===== config.mk =====
export PLATFORM = sky130hd
export DESIGN_NAME = ascon_dec_serial_host
export DESIGN_NICKNAME = d
export VERILOG_FILES = /design/src/rtl/ascon_dec_serial_host.sv
export SDC_FILE = /design/constraint.sdc
export NUM_CORES = 2
export LEC_CHECK = 0
export CORE_AREA = 2 2 586 588
export DETAILED_ROUTE_END_ITERATION = 8
export DIE_AREA = 0 0 588 590
export HOLD_SLACK_MARGIN = 0.05
export SLEW_MARGIN = 10
export SYNTH_ARGS = -nofsm -noshare
export SYNTH_HDL_FRONTEND = slang
export SYNTH_SLANG_ARGS = --single-unit

===== constraint.sdc =====
create_clock -name clk -period 3.49 [get_ports clk]
set_clock_uncertainty 0.2 [all_clocks]
set_input_delay 1.047 -clock clk [delete_from_list [all_inputs] [get_ports clk]]
set_output_delay 1.047 -clock clk [all_outputs]
set_load 0.02 [all_outputs]

===== src/rtl/ascon_dec_serial_host.sv =====
// Host-side driver for the bit-serial Ascon decryption core.
// It loads the core's share buses MSB-first, then waits for ready and deserializes the LSB-first plaintext/tag streams.
module ascon_dec_serial_host #(
  parameter int unsigned K   = 128,
  parameter int unsigned L   = 80,
  parameter int unsigned Y   = 80,
  parameter int unsigned TMO = 4096
) (
  input  logic           clk,
  input  logic           rst,
  input  logic           req_i,
  input  logic [3*K-1:0] key_sh_i,
  input  logic [383:0]   nonce_sh_i,
  input  logic [3*L-1:0] ad_sh_i,
  input  logic [3*Y-1:0] ct_sh_i,
  input  logic [8:0]     rnd_i,
  output logic           busy_o,
  output logic           done_o,
  output logic           err_o,
  output logic [Y-1:0]   pt_o,
  output logic [127:0]   tag_o,
  output logic           dut_rst_o,
  output logic [2:0]     keyxSI,
  output logic [2:0]     noncexSI,
  output logic [2:0]     associated_dataxSI,
  output logic [2:0]     cipher_textxSI,
  output logic [6:0]     r_64xSI,
  output logic           r_128xSI,
  output logic           r_ptxSI,
  output logic           decryption_startxSI,
  input  logic           plain_textxS0,
  input  logic           tagxSO,
  input  logic           decryption_readyxSO
);

  localparam int unsigned M0 = (K > 128) ? K : 128;
  localparam int unsigned M1 = (M0 > L) ? M0 : L;
  localparam int unsigned M  = (M1 > Y) ? M1 : Y;
  localparam int unsigned P  = (Y > 128) ? Y : 128;
  localparam int unsigned CW = $clog2(M + 1);
  localparam int unsigned JW = $clog2(P);
  localparam int unsigned WW = $clog2(TMO + 1);

  typedef enum logic [2:0] {S_IDLE, S_LOAD, S_WAIT, S_CAPTURE, S_DONE} state_t;

  state_t          state_q, state_d;
  logic [CW-1:0]   cnt_q, cnt_d;
  logic [WW-1:0]   wdog_q, wdog_d;
  logic [JW-1:0]   j_q, j_d;
  logic [3*K-1:0]  key_q, key_d;
  logic [383:0]    nonce_q, nonce_d;
  logic [3*L-1:0]  ad_q, ad_d;
  logic [3*Y-1:0]  ct_q, ct_d;
  logic [Y-1:0]    pt_q, pt_d;
  logic [127:0]    tag_q, tag_d;
  logic            dut_rst_q, dut_rst_d;
  logic            err_q, err_d;

  // Latched shares are shifted left each LOAD cycle, so the MSB of every share is the current serial bit
  // and an exhausted share naturally drives zeros.
  always_comb begin
    state_d   = state_q;
    cnt_d     = cnt_q;
    wdog_d    = wdog_q;
    j_d       = j_q;
    key_d     = key_q;
    nonce_d   = nonce_q;
    ad_d      = ad_q;
    ct_d      = ct_q;
    pt_d      = pt_q;
    tag_d     = tag_q;
    dut_rst_d = dut_rst_q;
    err_d     = 1'b0;

    case (state_q)
      S_IDLE: begin
        dut_rst_d = 1'b1;
        if (req_i) begin
          key_d     = key_sh_i;
          nonce_d   = nonce_sh_i;
          ad_d      = ad_sh_i;
          ct_d      = ct_sh_i;
          cnt_d     = '0;
          wdog_d    = '0;
          dut_rst_d = 1'b0;
          state_d   = S_LOAD;
        end
      end
      S_LOAD: begin
        key_d   = {key_q[3*K-2:2*K], 1'b0, key_q[2*K-2:K], 1'b0, key_q[K-2:0], 1'b0};
        nonce_d = {nonce_q[382:256], 1'b0, nonce_q[254:128], 1'b0, nonce_q[126:0], 1'b0};
        ad_d    = {ad_q[3*L-2:2*L], 1'b0, ad_q[2*L-2:L], 1'b0, ad_q[L-2:0], 1'b0};
        ct_d    = {ct_q[3*Y-2:2*Y], 1'b0, ct_q[2*Y-2:Y], 1'b0, ct_q[Y-2:0], 1'b0};
        cnt_d   = cnt_q + CW'(1);
        if (cnt_q == CW'(M)) begin
          wdog_d  = '0;
          state_d = S_WAIT;
        end
      end
      S_WAIT: begin
        wdog_d = wdog_q + WW'(1);
        if (decryption_readyxSO) begin
          j_d     = '0;
          state_d = S_CAPTURE;
        end else if (wdog_q == WW'(TMO - 1)) begin
          err_d     = 1'b1;
          dut_rst_d = 1'b1;
          state_d   = S_IDLE;
        end
      end
      S_CAPTURE: begin
        for (int b = 0; b < Y; b++) begin
          if (j_q == JW'(b)) pt_d[b] = plain_textxS0;
        end
        for (int b = 0; b < 128; b++) begin
          if (j_q == JW'(b)) tag_d[b] = tagxSO;
        end
        j_d = j_q + JW'(1);
        if (j_q == JW'(P - 1)) state_d = S_DONE;
      end
      S_DONE: begin
        dut_rst_d = 1'b1;
        state_d   = S_IDLE;
      end
      default: begin
        dut_rst_d = 1'b1;
        state_d   = S_IDLE;
      end
    endcase
  end

  always_ff @(posedge clk) begin
    if (rst) begin
      state_q   <= S_IDLE;
      cnt_q     <= '0;
      wdog_q    <= '0;
      j_q       <= '0;
      key_q     <= '0;
      nonce_q   <= '0;
      ad_q      <= '0;
      ct_q      <= '0;
      pt_q      <= '0;
      tag_q     <= '0;
      dut_rst_q <= 1'b1;
      err_q     <= 1'b0;
    end else begin
      state_q   <= state_d;
      cnt_q     <= cnt_d;
      wdog_q    <= wdog_d;
      j_q       <= j_d;
      key_q     <= key_d;
      nonce_q   <= nonce_d;
      ad_q      <= ad_d;
      ct_q      <= ct_d;
      pt_q      <= pt_d;
      tag_q     <= tag_d;
      dut_rst_q <= dut_rst_d;
      err_q     <= err_d;
    end
  end

  always_comb begin
    keyxSI             = '0;
    noncexSI           = '0;
    associated_dataxSI = '0;
    cipher_textxSI     = '0;
    r_64xSI            = '0;
    r_128xSI           = 1'b0;
    r_ptxSI            = 1'b0;
    if (state_q == S_LOAD) begin
      keyxSI             = {key_q[3*K-1], key_q[2*K-1], key_q[K-1]};
      noncexSI           = {nonce_q[383], nonce_q[255], nonce_q[127]};
      associated_dataxSI = {ad_q[3*L-1], ad_q[2*L-1], ad_q[L-1]};
      cipher_textxSI     = {ct_q[3*Y-1], ct_q[2*Y-1], ct_q[Y-1]};
      r_64xSI            = (cnt_q < CW'(64))  ? rnd_i[6:0] : 7'd0;
      r_128xSI           = (cnt_q < CW'(128)) ? rnd_i[7]   : 1'b0;
      r_ptxSI            = (cnt_q < CW'(Y))   ? rnd_i[8]   : 1'b0;
    end
  end

  assign decryption_startxSI = (state_q == S_WAIT);
  assign busy_o              = (state_q != S_IDLE);
  assign done_o              = (state_q == S_DONE);
  assign err_o               = err_q;
  assign pt_o                = pt_q;
  assign tag_o               = tag_q;
  assign dut_rst_o           = dut_rst_q;

endmodule


# Word level (Yosys, flattened, before mapping)

Cells that the tools add are included.
W data, S select, Z words.

Output and inout bits: 234
Input bits: 1263
Register bits after elaboration: 1489

Magnitude comparators: 3
Bitwise operators: 2
Mux-type cells: 36
Eq/ne operators: 140
Reductions and logical operators: 141
$add $sub $neg: 3

Operators with widths:

| kind                    | number |
|---|---|
| $pmux W384 S2           | 2 |
| $pmux W240 S2           | 2 |
| $mux W384               | 2 |
| $mux W240               | 2 |
| $eq A7 B7 Y1 const B    | 64 |
| $reduce_and A2 Y1       | 130 |
| $eq A7 B6 Y1 const B    | 32 |
| $eq A7 B5 Y1 const B    | 16 |
| $eq A7 B4 Y1 const B    | 8 |
| $pmux W13 S3            | 1 |
| $eq A7 B3 Y1 const B    | 4 |
| $mux W3                 | 9 |
| $mux W13                | 2 |
| $mux W7                 | 3 |
| $lt A8 B7 Y1 const B    | 2 |
| $pmux W8 S2             | 1 |
| $eq A7 B2 Y1 const B    | 2 |
| $pmux W7 S2             | 1 |
| $add A13 B1 Y13 const B | 1 |
| $eq A13 B12 Y1 const B  | 1 |
| $pmux W3 S4             | 1 |
| $add A8 B1 Y8 const B   | 1 |
| $eq A8 B8 Y1 const B    | 1 |
| $lt A8 B8 Y1 const B    | 1 |
| 20 further kinds        | 36 |

# Depth between registers and ports, before layout

Depth after elaboration: 4
Gate-level depth with buffers: 8

# Worst setup path before layout

OpenSTA, ideal clock, no wires.

Path type: register to output
Start: reg state_q[0]
End: out r_ptxSI
Path buffers: 4
Arrival time: 1704 ps
Setup slack: 539 ps
Cell stages (with the launch flop): 7
Required time: 2243 ps
Cell sequence: dfxtp_1 buf_4 or3b_1 buf_2 buf_6 clkbuf_1 nor3_1

Longest elaborated chain between the ends: 2

Ends and longest elaborated chain:

| element                | RTL line | RTL |
|---|---|---|
| from (decl)            | 46       | `state_t state_q, state_d;` |
| from (signal assigned) | 147      | `state_q <= state_d;` |
| $eq A3 B1 Y1           | 170      | `if (state_q == S_LOAD) begin` |
| $mux W1                | 170      |  |
| to (decl)              | 29       | `output logic r_ptxSI,` |

No other way between the ends.

# Worst setup path in the final report

Start: reg state_q[2]
End: out r_64xSI[2]

Longest elaborated chain between the ends: 2

Ends and longest elaborated chain:

| element      | RTL line | RTL |
|---|---|---|
| $eq A3 B1 Y1 | 170      |  |
| $mux W7      | 170      |  |
| to (decl)    | 27       | `output logic [6:0] r_64xSI,` |

No other way between the ends.

==> impl_metrics.toml <==
[outcome]
status = "finished, violations left"
violations = "negative setup slack"

[logic_synthesis]
syn_area_sq_mm = 0.06499
synth-seq-area-share_pct = 45.87
synth-simple-area-share_pct = 25.03
yosysUniqueCellTypes = 59
synthMuxAreaShare_pct = 1.556
synth-async-reset-ratio_pct = 0
yosys.area_share.adder_pct = 0.1348
ys_ff_latch = 1489
syn_nets = 9402
syn_avg_cell_area_sq_um = 7.992
ys.flop_type = "dfxtp_1"
synth-compound-area-share_pct = 21.17
yosysMostFrequentCell = "nand2_1"
synth_common_cells = "2560 x nand2_1, 1489 x dfxtp_1, 1376 x nor2_1, 1039 x a311oi_1, 394 x clkbuf_1"
yosys-top-cells-area = "dfxtp_1 46%, nand2_1 15%, a311oi_1 14%"
yosys.area.top_type_share_pct = 45.87
synth_area_leader_cell = "dfxtp_1"
synthCells = 8132
ys_warn_count = 0
synth_edf_count = 0
yosys.area_share.xor_xnor_pct = 0.01348
synth_top_family_by_area = "simple AND/OR/NAND/NOR gates"

[timing]
slew_headroom_pct = 29.15
maxSlewViolCount = 0
final.min_clock_period_ns = 3.547
finalSetupViolCount = 13
worst_slew_pin_slew_ns = 1.063
finalSetupTns_ns = -0.5248
setup_slack_ns = -0.05741
clock.fmax_mhz = 281.9
hold_viol_final = 0
fin_crit_sh_pct = 101.6
rsz0062_at_grt = "yes"

[floorplanning]
coreArea_sq_mm = 0.3411
ioPinCount = 1497
die_w_microns = 588
rows = 215
initial_core_util_pct = 19.05
die_y_microns = 590
die_area_sq_mm = 0.3469

[global_route]
grt_pass1_wl_microns = 401500
antenna_found_initial = 54
grt_pass1_vias = 59330
grt_max_degree = 182
overflow = 0
grt_use_total_pct = 15.29

[cts]
cts_hold_repair.buffers = 0
cts-root-buf = "clkbuf_16"
clk_latency_ns = 0.86
numCtsBuffers = 176
htreeDepth = 4
cts.path.max_buffers = 4
clk_transition_reported_paths_ns = 0.06
cts_tree = "done"
clkSinkCount = 1489

[layout]
syn_to_final_growth_pct = 39.86
n_fill_cell = 36940
final_layout_size_suffix_gt1_share_pct = 8.825
stdcell_area_sq_mm = 0.09090
fin_nets = 10520

[power_and_ir_drop]
p_int_uw = 35300
leakage_uw = 0.03360
clockPowerShare_pct = 38.6
power_switching_uw = 15680
seqPwrFrac_pct = 40.3
switching_share_pct = 30.75
power_frac_comb_pct = 21.2
powerDensity_mw_per_mm2 = 560.8
ir_drop_mv = 0.3463

[critical_path]
cp.arrival_ns = 2.30
slowest_stage = "or3b_4"
crit_path_end_kind = "output pin"
path_max_fanout = 7
critPathLaunchType = "flop"
critical_path_class = "flop to output pin"
cp.required_ns = 2.24
crit_path_cell_trace = "or3b_4 > nor3_4 > buf_12 > and2_1 > buf_4"
slowest_delay_ns = 0.42

[drt]
vias = 63380
ant_nets = 0
drc = 0
wirelength_microns = 280300
wl_per_cell_microns = 20.02
firstDrtPassIters = 6
drt-initial-drc-count = 4787
post_drt_via_cell_ratio = 4.528

[place]
place.gp.congestion = 0.8622
postPlaceCellArea_sq_mm = 0.08427
dp_hpwl_microns = 207000
port_buffers = 1496

[worst_hold_path]
min_path_type = "flop to flop"

[flow_run]
cap_viol_max_count = 0
## power by group through the flow
| stage | Sequential (uW) | Clock (uW) | Combinational, uW |
|---|---|---|---|
| 6_report | 20500 | 19700 | 10800 |
| 3_5_place_dp | 20900 | 0 | 10700 |
| 4_1_cts | 20500 | 20200 | 10900 |
| 5_1_grt | 20800 | 20900 | 12000 |
| 2_1_floorplan | 20500 | 0 | 7090 |
| 3_3_place_gp | 20800 | 0 | 10600 |
## cell type report
type / count / area (sq um) / share of cell area [%]
inverters: 10 / 42.54 / 0.04680
multi-input cells: 5829 / 31220 / 34.35
clock inverters: 65 / 900.9 / 0.9911
clock buffers: 259 / 5249 / 5.774
flip-flops and latches: 1489 / 29810 / 32.80
well taps: 4557 / 5702 / 6.273
repair buffers: 1742 / 17850 / 19.64
diodes: 45 / 112.6 / 0.1239
## per-stage QoR
step | hold slack [ns] | setup WS [ns] | utilization, % | power, uW | std cells
after floorplan | 0.2490 | 0.5393 | - | 27560 | 8132
after global placement | 0.2596 | -0.1583 | 24.71 | 31400 | 13610
after detailed placement | 0.2651 | -0.1072 | 24.71 | 31560 | 13610
after CTS | 0.2228 | -0.2455 | 26.59 | 51570 | 13950
after global routing | 0.2578 | -0.1849 | 26.63 | 53600 | 13980
final | 0.2248 | -0.05741 | 26.65 | 50970 | 14000
## cell usage in the layout, fill, tap and decap left out, types with 9 or more instances in the layout
cell and count:
a311oi_2 203, buf_12 77, and2_1 12, clkbuf_16 178, nand4_1 12, nand2_1 2560, nor2_1 1376, buf_6 19
a22oi_1 13, clkinv_2 27, a21oi_1 129, dfxtp_1 1486, and3_1 9, clkdlybuf4s50_1 1446, nor3_1 52, inv_1 9
clkbuf_1 32, o21ai_0 120, buf_4 186, a311oi_1 1039, clkbuf_8 49, nand3b_1 14, and2_4 14, mux2i_1 101
nand3_1 91, diode_2 45, bufinv_16 14
## critical path, delay by kind of cell, from the launching register on
family / cells / cell delay, ns
and+or+nand+nor: 3 / 0.75
DFF: 1 / 0.35
buffers and inverters: 2 / 0.31
## final timing paths
| check | startpoint | endpoint | slack (ns) | cells past startpoint |
|---|---|---|---|---|
| worst max-delay path | state_q[2]$_SDFFE_PP0P_ | r_64xSI[2] | -0.06 | 5 |
| worst min-delay path | nonce_q[35]$_SDFFE_PP0P_ | nonce_q[36]$_SDFFE_PP0P_ | 0.22 | 2 |
| worst max register to register | state_q[2]$_SDFFE_PP0P_ | nonce_q[252]$_SDFFE_PP0P_ | 0.10 | 10 |
| worst min register to register | nonce_q[35]$_SDFFE_PP0P_ | nonce_q[36]$_SDFFE_PP0P_ | 0.22 | 2 |
## state kept, by name, summed over array words and instances, names as in the netlist
name       count
ad_q         240
cnt_q          8
ct_q         240
dut_rst_o      1
err_o          1
j_q            7
key_q        384
nonce_q      384
pt_o          80
state_q        3
tag_o        128
wdog_q        13
## per-layer routing
metal	vias to the layer above	track usage (%)	part of all wire, %
li1	30640	-	-
met4	20	6.280	4.1
met3	430	4.054	7.7
met2	2142	26.48	49
met1	30140	17.75	39
met5	-	0	0.046
## cells by family (layout without fill, tap and decap cells)
group | count (synthesis) | in the layout
compound gates | 1535 | 1535
xor+xnor | 1 | 1
fa+ha+maj | 7 | 7
buf+inv | 814 | 2076
flops | 1489 | 1489
mux | 101 | 101
other cells | 0 | 45
simple gates | 4185 | 4185
## repair_timing
action / in CTS / in global routing
endpoints found under the setup margin: 26 / 18
setup buffers: 20 / 4
pin swaps: 14 / 3
gates cloned: 1 / 0
resized for setup: 150 / 10
Note: power is estimated with default switching activity, not from simulation.
